<file path="src/rtl/imm_insert_encoder.sv">
`default_nettype none
// ============================================================================
// Module      : imm_insert_encoder
// Description : Packs a 32-bit immediate into the immediate fields of an RV32I
//               instruction word. Two-stage valid/ready pipeline with a range
//               checker and a saturating error counter.
// Revision    : 1.0 - initial release
// ============================================================================
module imm_insert_encoder #(
  parameter int CNT_W    = 16,
  parameter bit CHECK_EN = 1'b1
) (
  input  logic             clk,
  input  logic             reset,
  input  logic             in_valid,
  output logic             in_ready,
  input  logic [2:0]       in_immsrc,
  input  logic [31:0]      in_imm,
  input  logic [31:0]      in_base,
  output logic             out_valid,
  input  logic             out_ready,
  output logic [31:0]      out_instr,
  output logic             out_err,
  output logic [CNT_W-1:0] err_count
);

  localparam logic [2:0] C_SRC_I = 3'b000;
  localparam logic [2:0] C_SRC_S = 3'b001;
  localparam logic [2:0] C_SRC_B = 3'b010;
  localparam logic [2:0] C_SRC_J = 3'b011;
  localparam logic [2:0] C_SRC_U = 3'b100;

  logic             s1_valid_q, s1_valid_d;
  logic [2:0]       s1_immsrc_q, s1_immsrc_d;
  logic [31:0]      s1_imm_q, s1_imm_d;
  logic [31:0]      s1_base_q, s1_base_d;
  logic             s2_valid_q, s2_valid_d;
  logic [31:0]      s2_instr_q, s2_instr_d;
  logic             s2_err_q, s2_err_d;
  logic [CNT_W-1:0] err_count_q, err_count_d;

  logic             s1_en;
  logic             s2_en;
  logic             err1_raw;
  logic             err1;
  logic [31:0]      packed_instr;

  assign s2_en    = !s2_valid_q || out_ready;
  assign s1_en    = !s1_valid_q || s2_en;
  assign in_ready = s1_en;

  // An immediate fits when every bit above the field's sign bit matches it.
  always_comb begin
    err1_raw = 1'b0;
    case (s1_immsrc_q)
      C_SRC_I, C_SRC_S: err1_raw = !((&s1_imm_q[31:11]) || !(|s1_imm_q[31:11]));
      C_SRC_B:          err1_raw = s1_imm_q[0] || !((&s1_imm_q[31:12]) || !(|s1_imm_q[31:12]));
      C_SRC_J:          err1_raw = s1_imm_q[0] || !((&s1_imm_q[31:20]) || !(|s1_imm_q[31:20]));
      C_SRC_U:          err1_raw = |s1_imm_q[11:0];
      default:          err1_raw = 1'b1;
    endcase
  end

  generate
    if (CHECK_EN) begin : g_check
      assign err1 = err1_raw;
    end else begin : g_no_check
      assign err1 = 1'b0;
    end
  endgenerate

  always_comb begin
    packed_instr = s1_base_q;
    case (s1_immsrc_q)
      C_SRC_I: packed_instr[31:20] = s1_imm_q[11:0];
      C_SRC_S: begin
        packed_instr[31:25] = s1_imm_q[11:5];
        packed_instr[11:7]  = s1_imm_q[4:0];
      end
      C_SRC_B: begin
        packed_instr[31]    = s1_imm_q[12];
        packed_instr[7]     = s1_imm_q[11];
        packed_instr[30:25] = s1_imm_q[10:5];
        packed_instr[11:8]  = s1_imm_q[4:1];
      end
      C_SRC_J: begin
        packed_instr[31]    = s1_imm_q[20];
        packed_instr[30:21] = s1_imm_q[10:1];
        packed_instr[20]    = s1_imm_q[11];
        packed_instr[19:12] = s1_imm_q[19:12];
      end
      C_SRC_U: packed_instr[31:12] = s1_imm_q[31:12];
      default: packed_instr = s1_base_q;
    endcase
  end

  always_comb begin
    s1_valid_d  = s1_valid_q;
    s1_immsrc_d = s1_immsrc_q;
    s1_imm_d    = s1_imm_q;
    s1_base_d   = s1_base_q;
    s2_valid_d  = s2_valid_q;
    s2_instr_d  = s2_instr_q;
    s2_err_d    = s2_err_q;
    err_count_d = err_count_q;

    if (s1_en) begin
      s1_valid_d = in_valid;
      if (in_valid) begin
        s1_immsrc_d = in_immsrc;
        s1_imm_d    = in_imm;
        s1_base_d   = in_base;
      end
    end

    if (s2_en) begin
      s2_valid_d = s1_valid_q;
      if (s1_valid_q) begin
        s2_instr_d = packed_instr;
        s2_err_d   = err1;
      end
    end

    // Counts delivered errored words; sticks at all-ones.
    if (s2_valid_q && out_ready && s2_err_q && !(&err_count_q)) begin
      err_count_d = err_count_q + CNT_W'(1);
    end
  end

  always_ff @(posedge clk) begin
    if (reset) begin
      s1_valid_q  <= 1'b0;
      s1_immsrc_q <= 3'b000;
      s1_imm_q    <= 32'h0;
      s1_base_q   <= 32'h0;
      s2_valid_q  <= 1'b0;
      s2_instr_q  <= 32'h0;
      s2_err_q    <= 1'b0;
      err_count_q <= '0;
    end else begin
      s1_valid_q  <= s1_valid_d;
      s1_immsrc_q <= s1_immsrc_d;
      s1_imm_q    <= s1_imm_d;
      s1_base_q   <= s1_base_d;
      s2_valid_q  <= s2_valid_d;
      s2_instr_q  <= s2_instr_d;
      s2_err_q    <= s2_err_d;
      err_count_q <= err_count_d;
    end
  end

  assign out_valid = s2_valid_q;
  assign out_instr = s2_instr_q;
  assign out_err   = s2_err_q;
  assign err_count = err_count_q;

endmodule
`default_nettype wire

</file>
<file path="config.mk">
export PLATFORM = sky130hd
export DESIGN_NAME = imm_insert_encoder
export DESIGN_NICKNAME = d
export VERILOG_FILES = /design/src/rtl/imm_insert_encoder.sv
export SDC_FILE = /design/constraint.sdc
export NUM_CORES = 1
export LEC_CHECK = 0
export ABC_CLOCK_PERIOD_IN_PS = 1900
export BUFFER_PORTS_ARGS = -buffer_cell sky130_fd_sc_hd__buf_2
export CORE_MARGIN = 1.5
export CORE_UTILIZATION = 48
export DETAILED_ROUTE_END_ITERATION = 16
export PLACE_DENSITY = 0.76
export REMOVE_ABC_BUFFERS = 1
export SYNTH_ARGS = -nofsm -noshare
export SYNTH_HDL_FRONTEND = slang
export SYNTH_SLANG_ARGS = --single-unit
</file>
<file path="constraint.sdc">
create_clock -name clk -period 1.9 [get_ports clk]
set_input_delay 0.095 -clock clk [delete_from_list [all_inputs] [get_ports clk]]
set_output_delay 0.095 -clock clk [all_outputs]
set_load 0.02 [all_outputs]
</file>
== After elaboration in Yosys (flattened, before gate mapping) ==
Cells that the tools add are included.

* Add/sub/neg operators: 1
* Equality and inequality tests: 4
* Mux-type cells: 5
* Reductions and logical operators: 32

{| class="wikitable"
|+ Operators by type and width
! operator !! count
|-
| case mux 7 bit (4 select lines) || 1
|-
| OR reduction 12 bit || 2
|-
| AND reduction 21 bit || 1
|-
| OR reduction 21 bit || 1
|-
| AND reduction 20 bit || 1
|-
| OR reduction 20 bit || 1
|-
| adder 16 x 1 -> 16 bit (second input constant) || 1
|-
| AND reduction 16 bit || 1
|-
| case mux 5 bit (3 select lines) || 1
|-
| AND reduction 12 bit || 1
|-
| case mux 5 bit (2 select lines) || 1
|-
| logical NOT 1 bit || 9
|-
| two-way mux 8 bit || 1
|-
| logical OR 1 bit || 7
|-
| equality test 3 x 2 -> 1 bit (second input constant) || 2
|-
| case mux 1 bit (4 select lines) || 1
|-
| AND reduction 2 bit || 2
|-
| OR reduction 2 bit || 2
|-
| equality test 3 x 1 -> 1 bit (second input constant) || 1
|-
| equality test 3 bit (second input constant) || 1
|-
| logical AND 1 bit || 3
|-
| logical NOT 3 bit || 1
|}

* Register bits after elaboration: 118
* Input port bits: 71

== Logic depth before layout (Yosys ltp) ==
* Depth in word-level cells: 6
* Depth in mapped cells: 7

== Least setup slack after synthesis ==
Ideal clock, no wire load.

* Path kind: register -> register
* Start: register err_count_q[0], in the netlist err_count[0]
* End: register err_count_q[7], in the netlist err_count[7]
* Library setup time: 128 ps
* Arrival: 1904 ps
* Data required time: 1772 ps
* Path slack: -132 ps
* Cell stages (with the launch flop): 8
* Buffers on the path: 1
* Cell sequence: dfxtp_1 > ha_1 > nand2_1 > or4_4 > buf_2 > o2111ai_1 > xor2_1 > nor2_1

* Longest elaborated chain between the ends: 3
* Elaborated cells between the ends (all ways): 4
* Classes of those cells: add/sub: 1; reduce/logical: 3

{| class="wikitable"
|+ Ends and longest elaborated chain
! element !! line !! RTL
|-
| start, declared || 40 || <nowiki>logic [CNT_W-1:0] err_count_q, err_count_d;</nowiki>
|-
| start signal, assigned || 148 || <nowiki>err_count_q <= err_count_d;</nowiki>
|-
| parallel branches: the longest is 3 deep, another holds adder 16 x 1 -> 16 bit || n/a ||
|}

Parallel ways; which one is timed is not known.
A chain may end at the register's enable or synchronous reset.

== Worst setup path after layout ==
* Start: register err_count_q[4], in the netlist err_count[4]
* End: register err_count_q[14], in the netlist err_count[14]

Same word-level chain as after synthesis.

==> impl_metrics.yaml <==
sta:
  fin_skew_ns: 0.00899
  period_needed_ns: 1.85
  slew_violations: 0
  max_freq_mhz: 541
  max-slew-margin-rel: 0.572
  fin_tns_setup_ns: 0
  setup_viol: 0
  hold_viol: 0
  setup_ws_ns: 0.0533
  period_share: 0.972
  worst_slew_pin_slew_ns: 0.642
  holdWs_ns: 0.0810
  rsz0062_at_grt: "true"
setup_path:
  crit_family: "simple AND/OR/NAND/NOR gates"
  slowest_delay_ns: 0.64
  startpoint: "err_count[4]"
  r2r.worst_path.cells: 4
  cp.depth: 4
  crit_path_max_fanout: 13
  reg2reg_from: "err_count[4]"
  cpMaxStageDelayCell: "or4_4"
  worstSetupPathType: "flip-flop to flip-flop"
  arrival_ns: 2.29
  worst_ep_required_time_ns: 2.34
  cp_num_buf_inv: 0
  cp-end-kind: "flip-flop"
  cp_cell_sequence: "nand3_2 -> or4_4 -> or4_1 -> a21oi_1"
  start_kind: "flip-flop"
min_path:
  hold_path_depth: 2
  hp-start: "reset"
  hold_class: "input pin to flip-flop"
final_layout:
  area_delta_synth_final_pct: 45.4
  nFillCells: 801
  multi_input_area_um2: 2370
  stdcell_count: 963
  final_area_um2: 7110
  final-seq-area_um2: 2360
  diodes: 0
  final_core_util: 0.724
  layout-drive-gt1-share: 0.234
  num-nets-final: 890
logic_synthesis:
  synth_top_area_frac: 0.483
  synth_seq_cells: 118
  syn_avg_cell_area_um2: 7.82
  ys_seq_area_frac: 0.483
  yosysWarnings: 0
  synth_cells: 625
  synthTopCellsByArea: "dfxtp_1 (48%), nand2_1 (13%), a21oi_1 (9.3%)"
  yosysUniqueCellTypes: 45
  synthesis.area_um2: 4890
  yosysTopAreaCell: "dfxtp_1"
run:
  maxCapViolCount: 0
routing:
  top_layer: "met4"
  routed_wl_um: 14100
  route.met2.wl_um: 6880
  drt-initial-drc-count: 273
  viasPerCell: 5.36
  antenna_left: 0
  wl_met3_um: 709
  met1_length_um: 6050
  num_vias: 5166
  wl_per_cell_um: 14.6
  drt_first_pass_iters: 5
  drc: 0
pwr:
  clock_power_share: 0.498
  switchingPower_mw: 1.63
  intPower_mw: 5.22
  netSwitchingFraction: 0.238
  p_per_area_nw_per_um2: 962
  ir_drop_v: 0.000513
  finalPower_mw: 6.84
  seqPwrFrac: 0.394
  p_leak_nw: 2.95
  p_comb_frac: 0.108
die:
  die_w_um: 104
  die_h_um: 104
  rows: 36
  core-area_um2: 9820
  start_util: 0.498
  die-area_um2: 10800
  io_pins: 122
cts:
  cts.clk_slew.worst_paths_ns: 0.06
  htreeDepth: 4
  cts.sinks: 118
  cts_inserted_buffers: 17
  clock_path_buffers: 2
  cts_setup_buffers: 0
  cts_tree: "yes"
  cts-root-buf: "clkbuf_8"
  clkLatencyLatePin_ns: 0.52
place:
  place_area_um2: 5770
  finalWeightedCongestion: 0.829
  place_hpwl_um: 8510
  port_buffers: 121
  dp_slack_ns: -0.00503
  dp.cells: 863
global_routing:
  grt_max_degree: 68
  antenna_found_initial: 0
  grt_pass1_wl_um: 22500
  overflow: 0
  grt_usage: 0.259
  grt_pass1_vias: 4814
outcome:
  outcome: "finished clean"
-- state kept, by name, summed over array words and instances (netlist names) --
name,cells
err_count,16
out_err,1
out_instr,32
out_valid,1
s1_base_q,32
s1_imm_q,32
s1_immsrc_q,3
s1_valid_q,1
-- per-layer routing --
layer | global-route usage | vias to the layer above
met5 | 0 | -
met4 | 0.137 | 0
met3 | 0.0526 | 48
met2 | 0.430 | 201
met1 | 0.317 | 2378
li1 | - | 2539
-- layout by cell type, fill, tap and decap left out, types with 6 or more instances in the layout --
master	synthesis	final
nand3_1	6	6
dlygate4sd3_1	0	69
a311oi_1	6	6
buf_2	2	120
clkbuf_16	0	16
clkinvlp_4	0	6
a211oi_1	18	18
dfxtp_1	118	118
nand2_1	171	170
a21oi_1	91	90
nor2_1	58	57
buf_4	0	28
xor2_1	10	10
mux2i_1	14	14
o21ai_0	15	15
nor4_1	9	9
nand4_1	7	7
-- cell families (layout without fill, tap and decap cells) --
family | Yosys count | in the layout | synth area share
xor+xnor | 11 | 11 | 0.0197
compound gates | 150 | 150 | 0.180
simple gates | 280 | 280 | 0.244
fa+ha+maj | 1 | 1 | 0.00256
mux | 16 | 16 | 0.0333
flops | 118 | 118 | 0.483
buf+inv | 49 | 254 | 0.0381
-- timing repair --
action                                  in CTS  in global routing
resized for setup                            0                  3
hold endpoints to repair                    69                  0
pin swaps                                    1                  0
endpoints found under the setup margin       2                 37
hold buffers                                69                  0
-- synthesized netlist by cell type --
library cell / number
o211ai_1: 3
clkbuf_1: 43
dfxtp_1: 118
and3_1: 4
and2_0: 1
a221oi_1: 5
a21oi_1: 91
a211o_1: 1
inv_1: 3
or4_4: 1
nor3_2: 1
xnor2_1: 1
a211oi_1: 18
buf_2: 2
nor4_1: 9
and4_1: 1
buf_1: 1
xor2_1: 10
o31ai_1: 2
o21ai_2: 1
or3_1: 1
o41ai_1: 1
nand2b_1: 2
nand3_2: 1
nor2_1: 58
or4b_2: 1
mux2_2: 2
o21ai_0: 15
nand2_1: 171
nand4_1: 7
and2_1: 2
ha_1: 1
o2111ai_1: 1
nor3_1: 5
o21a_1: 1
mux2i_1: 14
o21bai_1: 1
a22oi_1: 2
a311oi_1: 6
or4_1: 5
nand3_1: 6
nor2b_1: 3
nand3b_1: 1
o21ai_1: 1
o221ai_1: 1
-- worst paths after layout --
check	slack [ns]	to
setup reg to reg	0.05	err_count[14]
hold / removal	0.08	out_instr[30]
setup / recovery	0.05	err_count[14]
hold reg to reg	0.45	s1_base_q[30]
-- power by group through the flow --
| stage | clock (mW) | combinational (mW) | sequential [mW] |
|---|---|---|---|
| after floorplan | 0 | 0.288 | 2.78 |
| after global placement | 0 | 0.598 | 2.73 |
| after detailed placement | 0 | 0.612 | 2.74 |
| after CTS | 3.44 | 0.726 | 2.69 |
| after global routing | 3.55 | 0.803 | 2.71 |
| final | 3.41 | 0.738 | 2.69 |
-- area by class of cell --
cell class,instances,share of cell area
well taps,133,0.0234
multi-input cells,458,0.334
clock inverters,13,0.0289
flip-flops and latches,118,0.332
repair buffers,220,0.220
inverters,3,0.00158
clock buffers,18,0.0602
Power figures use the tool's default switching activity.
